`config.mk`:
```
export PLATFORM = sky130hd
export DESIGN_NAME = idecoder_q
export DESIGN_NICKNAME = d
export VERILOG_FILES = /design/src/rtl/idecoder_q.sv
export SDC_FILE = /design/constraint.sdc
export NUM_CORES = 1
export LEC_CHECK = 0
export CAP_MARGIN = 20
export CELL_PAD_IN_SITES_DETAIL_PLACEMENT = 1
export CELL_PAD_IN_SITES_GLOBAL_PLACEMENT = 1
export CORE_ASPECT_RATIO = 0.9
export CORE_MARGIN = 1
export CORE_UTILIZATION = 41
export DETAILED_ROUTE_END_ITERATION = 10
export PLACE_DENSITY_LB_ADDON = 0.1
export SLEW_MARGIN = 0
export SYNTH_ARGS = -nofsm -noshare
export SYNTH_HDL_FRONTEND = slang
export SYNTH_SLANG_ARGS = --single-unit
```
`constraint.sdc`:
```
create_clock -name clk -period 2.7 [get_ports clk]
set_input_delay 0.54 -clock clk [delete_from_list [all_inputs] [get_ports clk]]
set_output_delay 0.54 -clock clk [all_outputs]
set_load 0.005 [all_outputs]
```
`src/rtl/idecoder_q.sv`:
```
// idecoder_q - queued instruction decode stage for the 16-bit CPU datapath.
//
// Raw instruction words are pushed over a valid/ready handshake into a
// DEPTH-entry FIFO. The head entry is decoded combinationally and presented
// to the controller, which pops it with out_ready. Fetch can therefore run
// ahead of the controller by up to DEPTH instructions.
//
// Optional build macro: IDEC_ILLEGAL_DET_EN
//   defined   - illegal flags a head instruction outside the legal set
//   undefined - illegal is tied low
//
// Ports:
//   clk        rising-edge clock
//   rst        synchronous active-high reset, discards queued entries
//   flush      synchronous queue clear (branch taken), beats push/pop
//   in_valid   ir carries an instruction
//   in_ready   queue has room (count != DEPTH)
//   ir         raw instruction word
//   out_valid  head entry is valid (count != 0)
//   out_ready  controller consumes the head this cycle
//   reg_sel    10 = Rn, 01 = Rd, 00 = Rm, 11 = reserved (address 0)
//   opcode     head ir[15:13]
//   ALU_op     head ir[12:11]
//   shift_op   head ir[4:3]
//   sximm5     sign-extended head ir[4:0]
//   sximm8     sign-extended head ir[7:0]
//   r_addr     register selected by reg_sel
//   w_addr     same value as r_addr
//   count      occupancy, 0..DEPTH
//   illegal    head instruction is illegal (optional feature)
//
// All decode outputs read 0 while the queue is empty.

module idecoder_q #(
    parameter int DATA_W = 16,
    parameter int DEPTH  = 4
) (
    input  logic                      clk,
    input  logic                      rst,
    input  logic                      flush,
    input  logic                      in_valid,
    output logic                      in_ready,
    input  logic [15:0]               ir,
    output logic                      out_valid,
    input  logic                      out_ready,
    input  logic [1:0]                reg_sel,
    output logic [2:0]                opcode,
    output logic [1:0]                ALU_op,
    output logic [1:0]                shift_op,
    output logic [DATA_W-1:0]         sximm5,
    output logic [DATA_W-1:0]         sximm8,
    output logic [2:0]                r_addr,
    output logic [2:0]                w_addr,
    output logic [$clog2(DEPTH):0]    count,
    output logic                      illegal
);

    localparam int PTR_W = $clog2(DEPTH);
    localparam int CNT_W = PTR_W + 1;
    localparam logic [CNT_W-1:0] FULL = CNT_W'(DEPTH);

    logic [15:0]      mem [DEPTH];
    logic [PTR_W-1:0] wr_ptr;
    logic [PTR_W-1:0] rd_ptr;
    logic             push;
    logic             pop;
    logic [15:0]      head;

    // in_ready looks only at occupancy, never at out_ready, so a full
    // queue refuses a push even in a cycle where it also pops.
    assign in_ready  = (count != FULL);
    assign out_valid = (count != '0);
    assign push      = in_valid && in_ready;
    assign pop       = out_valid && out_ready;

    always_ff @(posedge clk) begin
        if (rst || flush) begin
            wr_ptr <= '0;
            rd_ptr <= '0;
            count  <= '0;
        end else begin
            if (push) begin
                wr_ptr <= wr_ptr + 1'b1;
            end
            if (pop) begin
                rd_ptr <= rd_ptr + 1'b1;
            end
            case ({push, pop})
                2'b10:   count <= count + 1'b1;
                2'b01:   count <= count - 1'b1;
                default: count <= count;
            endcase
        end
    end

    // Storage has no reset; entries are only ever read behind a valid count.
    always_ff @(posedge clk) begin
        if (push && !rst && !flush) begin
            mem[wr_ptr] <= ir;
        end
    end

    assign head = mem[rd_ptr];

    // Decode comes from the stored head only, so ir never reaches an output
    // combinationally.
    always_comb begin
        opcode   = '0;
        ALU_op   = '0;
        shift_op = '0;
        sximm5   = '0;
        sximm8   = '0;
        r_addr   = '0;
        if (out_valid) begin
            opcode   = head[15:13];
            ALU_op   = head[12:11];
            shift_op = head[4:3];
            sximm5   = {{(DATA_W-5){head[4]}}, head[4:0]};
            sximm8   = {{(DATA_W-8){head[7]}}, head[7:0]};
            case (reg_sel)
                2'b10:   r_addr = head[10:8];
                2'b01:   r_addr = head[7:5];
                2'b00:   r_addr = head[2:0];
                default: r_addr = 3'b000;
            endcase
        end
    end

    assign w_addr = r_addr;

`ifdef IDEC_ILLEGAL_DET_EN
    logic legal;

    always_comb begin
        legal = 1'b0;
        case (head[15:13])
            3'b101:                legal = 1'b1;
            3'b110:                legal = (head[12:11] == 2'b00) || (head[12:11] == 2'b10);
            3'b011, 3'b100, 3'b111: legal = (head[12:11] == 2'b00);
            default:               legal = 1'b0;
        endcase
    end

    assign illegal = out_valid && !legal;
`else
    assign illegal = 1'b0;
`endif

endmodule

```
# ---- Word level (Yosys, flattened, before mapping)
# Memory sizes are Yosys's and may differ from the RTL's. A register that Yosys moved wholly into a read port is not among the register bits.
# Index checks and enable logic that the tools add are counted.
dict set report word_totals {
  in_bits 23
  latch_bits 0
  output_inout_bits 51
  regBits 7
  ramBits 64
  mem_count 1
  elab_cells 35
  rom_bits 0
}
# memory depth word_bits read_ports rd_clocked_by_memory_dff write_ports line_no
set memory_table {}
lappend memory_table {mem 4 16 1 1 1 62} ;# logic [15:0] mem [DEPTH];
dict set report op_classes {
  eq_ne 5
  shift 0
  n_reduce_logical 10
  add_sub_neg 4
  mux 12
  n_bitwise 0
  div 0
  mul 0
  n_lt_le_gt_ge 0
}
# op count
set ops {}
lappend ops {{$mux W16} 2}
lappend ops {{$pmux W3 S3} 1}
lappend ops {{$mux W2} 4}
lappend ops {{$mux W3} 2}
lappend ops {{$pmux W3 S2} 1}
lappend ops {{$add A2 B1 Y2 const B} 2}
lappend ops {{$eq A2 B1 Y1 const B} 2}
lappend ops {{$eq A2 B2 Y1 const B} 2}
lappend ops {{$logic_and A1 B1 Y1} 4}
lappend ops {{$add A3 B1 Y3 const B} 1}
lappend ops {{$ne A3 B3 Y1 const B} 1}
lappend ops {{$reduce_bool A3 Y1} 1}
lappend ops {{$sub A3 B1 Y3 const B} 1}
lappend ops {{$logic_not A1 Y1} 2}
lappend ops {{$logic_not A2 Y1} 1}
lappend ops {{$mux W1} 2}
lappend ops {{$reduce_bool A2 Y1} 1}
lappend ops {{$logic_or A1 B1 Y1} 1}

# ---- Longest topological paths before layout
# Gate-level depths: netlist of run 1.
dict set report depth {
  word_depth 6
  depth_mapped 10
  ltp_nobuf 9
}

# ---- Least setup slack after synthesis of run 1
# OpenSTA, ideal clock, no wires.
dict set report synth_path {
  path_type {reg-to-reg}
  from {reg count[2]}
  to {reg count[2]}
  arrival_time_ps 2351
  period_less_slack_ps 2421
  path_stages_with_launch 11
  n_path_buf 1
  setup_time_ps 70
  required_time_ps 2630
  path_slack_ps 279
  path_cell_list {dfxtp_1 > or3b_1 > buf_6 > and2_4 > inv_1 > ha_1 > inv_1 > fa_1 > xor2_1 > or3_2 > a21oi_1}
}
dict set report synth_via {
  elab_chain_len 4
  word_cells_on_any_way 10
  classes_between {add/sub (2); eq/ne (3); mux (1); reduce/logical (4)}
}
# element line_no
set synth_lines {}
lappend synth_lines {{start: declaration} 54} ;# output logic [$clog2(DEPTH):0] count,
lappend synth_lines {{start signal: assignment} 89} ;# 2'b10: count <= count + 1'b1;
lappend synth_lines {{start signal: assignment} 90} ;# 2'b01: count <= count - 1'b1;
lappend synth_lines {{start signal: assignment} 91} ;# default: count <= count;
lappend synth_lines {{$ne A3 B3 Y1 (*)} 71} ;# assign in_ready = (count != FULL);
lappend synth_lines {{named net in_ready} 42} ;# output logic in_ready,
lappend synth_lines {{$logic_and A1 B1 Y1 (*)} 73} ;# assign push = in_valid && in_ready;
lappend synth_lines {{$eq A2 B1 Y1 / $eq A2 B2 Y1 (equally long branches)} 88} ;# case ({push, pop})
lappend synth_lines {{$pmux W3 S2 / $reduce_bool A2 Y1 (equally long branches)} n/a}
# Mark *: on every way through the listed nets, which the timed path passes. The rest lies on a longest branch.
# A chain may end at the register's enable or synchronous reset.

==> results.json, run 1 <==
{
  "synth_edf_count": 64,
  "cts_tree": "built",
  "detail_route.wl_per_cell_um": 15.94,
  "clock_latency_ns": 0.34,
  "placed_cells": 341,
  "grt_max_degree": 17,
  "r2r_slack_ns": 0.26,
  "clk_pin_slew_worst_paths_ns": 0.07,
  "cts.sinks": 73,
  "yosys_warnings": 0,
  "hold_viol_final": 0,
  "ys.flop_type": "edfxtp_1",
  "worstPathArrival_ns": 2.12,
  "dp_hpwl_um": 3933,
  "fin_cells": 359,
  "core_um2": 7582,
  "row_count": 30,
  "critPathKind": "reg -> out",
  "drive_above_1_share_pct": 23.19,
  "setup-violations-final": 0,
  "cp_data_required_time_ns": 2.16,
  "skew_ns": 0.01064,
  "powerDensity_nw_per_um2": 577.8,
  "yosysTopAreaCellShare_pct": 59.60,
  "start_kind": "register",
  "clk_path_buf_depth": 2,
  "r2r_start": "count[0]$_SDFFE_PP0P_",
  "min_to": "rd_ptr[1]$_SDFFE_PP0P_",
  "numCtsBuffers": 9,
  "netlist-cell-type-count": 31,
  "fin_crit_sh_pct": 98.36,
  "grt_pass1_vias": 1774,
  "ir_drop_v": 0.0003781,
  "detail_route.vias_per_cell": 4.911,
  "cts-htree-levels": 3,
  "synth_area_per_cell_um2": 16.37,
  "place_congestion": 0.6927,
  "slew_violations": 0,
  "root_buffer": "clkbuf_8",
  "route.met2.wl_um": 2890,
  "die_w_um": 95.48,
  "max_slew_margin_pct": 67.43,
  "p_sw_share_pct": 18.89,
  "stdcell_area_um2": 4240,
  "maxCapViolCount": 0,
  "leakage_nw": 1.487,
  "drtAntennaViolNets": 0,
  "finalSetupTns_ns": 0,
  "syn_nets": 226,
  "r2r-end": "count[2]$_SDFFE_PP0P_",
  "p_clk_share_pct": 39.4,
  "yosys-top-cells-area": "edfxtp_1 (60%), mux4_2 (11%), buf_4 (7.0%)",
  "io_buffer_count": 72,
  "grt_pass1_wl_um": 8887,
  "hp-class": "reg -> reg",
  "whs_ns": 0.5384,
  "die_area_um2": 8223,
  "wl_met3_um": 370,
  "cp-end-kind": "output port",
  "vias": 1763,
  "syn2layout_area_growth_pct": 31.51,
  "routed_wl_um": 5722,
  "rsz0062_at_grt": "true",
  "drc_errors": 0,
  "drtIter0Drc": 59,
  "critical_path.max_fanout": 8,
  "die_y_um": 86.13,
  "antenna_cells": 0,
  "firstDrtPassIters": 4,
  "ys_ff_latch": 73,
  "ys_seq_area_share_pct": 65.19,
  "post-place-ws_ns": 0.02757,
  "pin_count": 74,
  "combPwrFrac_pct": 9.7,
  "status": "finished clean",
  "p_sw_mw": 0.4628,
  "synth.cell_area_um2": 3224,
  "overflow": 0,
  "async_reset_ff_share_pct": 0,
  "placed_cell_area_um2": 3901,
  "power.total_mw": 2.450,
  "track_usage_pct": 15.32,
  "nNetsFinal": 288,
  "layout_setup_ws_ns": 0.04428,
  "wl_met1_um": 2395,
  "utilization_pct": 55.92,
  "top_layer_used": "met4",
  "r2r_cells": 9,
  "whs_path_depth": 2,
  "tightest_slew_ns": 0.4825,
  "clock.fmax_mhz": 376.5,
  "pwr-share-seq_pct": 50.9,
  "hold_start": "rd_ptr[1]$_SDFFE_PP0P_",
  "netlist_instances": 197,
  "p_int_mw": 1.987,
  "fin_crit_ns": 2.656,
  "synth_top_area_cell": "edfxtp_1",
  "initial_core_util_pct": 42.52,
  "grt_antenna_before_repair": 0
}
[power groups by stage]
stage / clock network, mW / logic (mW) / registers (mW)
final: 0.966 / 0.237 / 1.25
after CTS: 0.994 / 0.236 / 1.25
after global placement: 0 / 0.228 / 1.27
after detailed placement: 0 / 0.229 / 1.27
after floorplan: 0 / 0.117 / 1.27
after global routing: 1.03 / 0.262 / 1.25
[what timing repair did]
| item | 4_1_cts | 5_1_grt |
|---|---|---|
| setup buffers | 1 | 2 |
| pin swaps | 1 | 0 |
| gates cloned | 0 | 0 |
| setup endpoints to repair | 32 | 18 |
| hold buffers | 0 | 0 |
| resized for setup | 16 | 7 |
[layer usage]
layer  vias to the layer above  GRT usage, %
met3                         6         5.053
met5                         -             0
met2                        71         25.58
met1                       868         18.28
li1                        818             -
met4                         0         6.106
[sequential cells by signal (all words and copies together), names as in the netlist, named ones only]
| signal | flops |
|---|---|
| wr_ptr | 2 |
| count | 3 |
| mem | 64 |
| rd_ptr | 2 |
[logic make-up after synthesis]
| group | synth area share (%) |
|---|---|
| AOI/OAI and AO/OA | 3.027 |
| xor gates and xnor gates | 1.086 |
| adders and majority gates | 2.561 |
| buffers and inverters | 9.818 |
| DFF | 65.19 |
| muxes | 11.18 |
| other | 0.1163 |
| and+or+nand+nor | 7.024 |
[layout by cell type (no fill, tap or decap), types with 2 or more instances in the layout]
master / netlist / layout
clkdlybuf4s50_1: 0 / 67
edfxtp_1: 64 / 64
mux4_2: 16 / 16
buf_4: 30 / 10
nor2b_1: 13 / 9
clkbuf_8: 0 / 9
inv_1: 8 / 8
nor2_1: 8 / 8
dfxtp_1: 9 / 8
a21oi_1: 6 / 5
ha_1: 5 / 5
nor2b_4: 2 / 4
and3_1: 4 / 4
xor2_1: 4 / 4
buf_12: 1 / 4
nand2_1: 3 / 3
bufinv_16: 0 / 3
dlymetal6s2s_1: 0 / 3
nor2b_2: 0 / 2
a22oi_2: 0 / 2
a21oi_2: 1 / 2
a21o_1: 2 / 2
nand3_1: 2 / 2
dlygate4sd2_1: 0 / 2
[cell usage after synthesis (3+ instances only)]
library cell and number:
buf_2 3, inv_1 8, a22oi_1 3, ha_1 5
nor2_1 8, nor2b_1 13, buf_4 30, mux4_2 16
xor2_1 4, and3_1 4, a21oi_1 6, dfxtp_1 9
edfxtp_1 64, nand2_1 3
[area by class of cell]
| class | instances | area (um^2) |
|---|---|---|
| Clock inverter | 6 | 107.6 |
| Inverter | 8 | 30.03 |
| Tap cell | 96 | 120.1 |
| Timing Repair Buffer | 88 | 907.1 |
| Multi-Input combinational cell | 79 | 845.8 |
| Fill cell | 712 | 3342 |
| Clock buffer | 9 | 123.9 |
| Sequential cell | 73 | 2106 |
[worst max-delay path, stage by stage (launching register included)]
cell	delay, ns
dfxtp_4	0.38
buf_12	0.14
mux4_2	0.54
a22oi_2	0.20
a21oi_2	0.08
clkdlybuf4s50_1	0.44
[worst max path at each step]
stage	startpoint	end	slack [ns]	cells after the start
after floorplan	count[2]$_SDFFE_PP0P_	count[2]$_SDFFE_PP0P_	0.28	10
after global placement	reg_sel[1]	w_addr[1]	0.10	5
after detailed placement	reg_sel[0]	r_addr[0]	0.03	5
after CTS	register	r_addr[1]	-0.008	5
after global routing	register	w_addr[0]	-0.06	5
final	register	w_addr[0]	0.04	5
(Power assumes the default switching activity.)
==> run 2, diff against run 1 <==
--- a/config.mk
+++ b/config.mk
@@ -5,12 +5,13 @@
 export SDC_FILE = /design/constraint.sdc
 export NUM_CORES = 1
 export LEC_CHECK = 0
+export ABC_AREA = 1
 export CAP_MARGIN = 20
 export CELL_PAD_IN_SITES_DETAIL_PLACEMENT = 1
 export CELL_PAD_IN_SITES_GLOBAL_PLACEMENT = 1
 export CORE_ASPECT_RATIO = 0.9
 export CORE_MARGIN = 1
-export CORE_UTILIZATION = 41
+export CORE_UTILIZATION = 39
 export DETAILED_ROUTE_END_ITERATION = 10
 export PLACE_DENSITY_LB_ADDON = 0.1
 export SLEW_MARGIN = 0
==> results.json, run 2 <==
{
  "netlist-cell-type-count": 20,
  "netlist_instances": 322,
  "fin_crit_sh_pct": 94.56,
  "numCtsBuffers": 9,
  "regMostFlops": "mem",
  "drive_above_1_share_pct": 12.82,
  "post-place-ws_ns": 0.04737,
  "worstPathArrival_ns": 2.01,
  "die_area_um2": 9042,
  "placed_cells": 486,
  "synth_common_cells": "edfxtp_1 (64), nand2_1 (57), nor2_1 (46)",
  "clock.fmax_mhz": 391.7,
  "yosys_warnings": 0,
  "hold_start": "rd_ptr[1]$_SDFFE_PP0P_",
  "grt_pass1_wl_um": 12680,
  "hp-class": "reg -> reg",
  "critPathKind": "reg -> out",
  "cts-htree-levels": 3,
  "firstDrtPassIters": 4,
  "core_um2": 8223,
  "setup-violations-final": 0,
  "skew_ns": 0.006761,
  "max_stage_delay_ns": 0.49,
  "hold_viol_final": 0,
  "nNetsFinal": 415,
  "grt_pass1_vias": 2487,
  "die_w_um": 100.1,
  "whs_path_depth": 2,
  "min_to": "rd_ptr[1]$_SDFFE_PP0P_",
  "r2r_slack_ns": 0.57,
  "ys.flop_type": "edfxtp_1",
  "pin_count": 74,
  "antenna_cells": 0,
  "routed_wl_um": 7759,
  "cp-end-kind": "output port",
  "path_common_cell": "nand2_1",
  "r2r-end": "count[2]$_SDFFE_PP0P_",
  "slew_violations": 0,
  "cts.sinks": 73,
  "dp_hpwl_um": 5270,
  "cts-hold-fix-buffers": 0,
  "root_buffer": "clkbuf_8",
  "place_congestion": 0.7824,
  "synth_edf_count": 64,
  "fin_cells": 505,
  "initial_core_util_pct": 41.10,
  "synth_top_area_cell": "edfxtp_1",
  "vias": 2365,
  "drc_errors": 0,
  "ys_ff_latch": 73,
  "detail_route.wl_per_cell_um": 15.36,
  "ir_drop_v": 0.0002520,
  "cp_cell_sequence": "buf_6 > inv_8 > buf_12 > buf_12 > nand2_1 > nand3_1 > nand2_1 > nand2_1 > nand3_1 > nand2_1 > inv_1 > clkdlybuf4s50_1",
  "path_delay_family": "buffers and inverters",
  "clock_latency_ns": 0.34,
  "final_common_cell": "clkdlybuf4s50_1",
  "r2r_cells": 12,
  "start_kind": "register",
  "drtAntennaViolNets": 0,
  "yosys-top-cells-area": "edfxtp_1 (57%), buf_4 (6.9%), nand2_1 (6.3%)",
  "detail_route.vias_per_cell": 4.683,
  "overflow": 0,
  "r2r_start": "count[1]$_SDFFE_PP0P_",
  "slowest_stage": "clkdlybuf4s50_1",
  "layout_setup_ws_ns": 0.1468,
  "io_buffer_count": 72,
  "clk_path_buf_depth": 2,
  "drtIter0Drc": 86,
  "fin_crit_ns": 2.553,
  "cts_tree": "built",
  "grt_max_degree": 19,
  "grt_antenna_before_repair": 0,
  "clk_pin_slew_worst_paths_ns": 0.07,
  "largest_register_ffs": 64,
  "maxCapViolCount": 0,
  "cp_data_required_time_ns": 2.16,
  "syn_nets": 351,
  "leakage_nw": 1.775,
  "row_count": 31,
  "top_regs": "mem (64), count (3)",
  "critical_path.max_fanout": 12,
  "synth.cell_area_um2": 3379,
  "die_y_um": 90.31,
  "final_cell_mix": "clkdlybuf4s50_1 (66), edfxtp_1 (64), nand2_1 (57)",
  "yosysTopAreaCellShare_pct": 56.87,
  "synth_area_per_cell_um2": 10.50,
  "ys_seq_area_share_pct": 62.20,
  "powerDensity_nw_per_um2": 526.2,
  "cp_num_buf_inv": 6,
  "track_usage_pct": 18.72,
  "status": "finished clean",
  "syn2layout_area_growth_pct": 30.06,
  "synth.most_common_cell": "edfxtp_1",
  "async_reset_ff_share_pct": 0
}
==> run 2: changes by cell type after synthesis, moves of 16 or more <==
cell / delta
nand2_1: +54
nor2_1: +38
nand3_1: +26
inv_1: +23
o21ai_0: +18
mux4_2: -16
==> run 2: power breakdown <==
| group | switching, mW | leakage [nW] | internal (mW) |
|---|---|---|---|
| registers | 0.00536 | 0.652 | 1.24 |
| logic | 0.115 | 1.03 | 0.137 |
| clock network | 0.399 | 0.0925 | 0.417 |
| total | 0.519 | 1.78 | 1.79 |
==> run 2: what timing repair did <==
| item | in CTS | in global routing |
|---|---|---|
| gates resized for setup | 12 | 14 |
| buffers inserted | 1 | 2 |
| cloned | 1 | 0 |
| endpoints found under the setup margin | 35 | 13 |
| pin swaps | 1 | 2 |
| endpoints found under the hold margin | 0 | 0 |
==> run 2: per-layer routing <==
layer	track usage [%]	routed length, um	up-vias
li1	-	-	1156
met1	24.86	3629	1138
met2	31.05	3799	65
met3	3.406	258	6
met4	5.797	73	0
met5	0	0	-
==> run 2: cell families (layout without fill, tap and decap cells) <==
group / after synthesis / after routing / synth area share [%]
AND/OR/NAND/NOR: 133 / 133 / 16.40
buffers and inverters: 74 / 142 / 13.55
flip-flops: 73 / 73 / 62.20
AO/OA/AOI/OAI: 34 / 34 / 5.035
adder cells (fa/ha/maj): 6 / 6 / 2.444
other: 1 / 1 / 0.1110
XOR/XNOR: 1 / 1 / 0.2592
==> run 2: how the worst max path moves through the flow <==
stage | start | end | cells after the start
6_report | register | r_addr[1] | 12
5_1_grt | register | w_addr[1] | 12
3_5_place_dp | reg_sel[0] | r_addr[0] | 8
3_3_place_gp | reg_sel[0] | r_addr[1] | 8
2_1_floorplan | register | sximm5[10] | 7
4_1_cts | register | r_addr[0] | 11
==> run 2: worst min-delay path: cells and delay by family, from the launching register on <==
family / cells / cell delay [ns]
compound gates: 1 / 0.08
flops: 1 / 0.32
simple gates: 1 / 0.06
==> run 2: through the flow <==
step | total power, mW | TNS (ns) | util (%) | hold slack (ns) | instance area, um^2
finish | 2.313 | 0 | 53.45 | 0.5183 | 4395
global route | 2.406 | -0.001408 | 53.45 | 0.5498 | 4395
CTS | 2.333 | 0 | 52.72 | 0.5209 | 4335
detailed placement | 1.511 | 0 | 49.28 | 0.5095 | 4053
global placement | 1.506 | 0 | 49.28 | 0.4875 | 4053
floorplan | 1.391 | 0 | - | 0.4651 | 3379
==> run 2: final cells by class <==
cell class              instances  area [um^2]
fillers                       891         3827
flip-flops and latches         73         2106
repair buffers                 94        958.4
multi-input cells             175        869.6
well taps                     115        143.9
inverters                      33        133.9
clock buffers                   9        123.9
clock inverters                 6        60.06
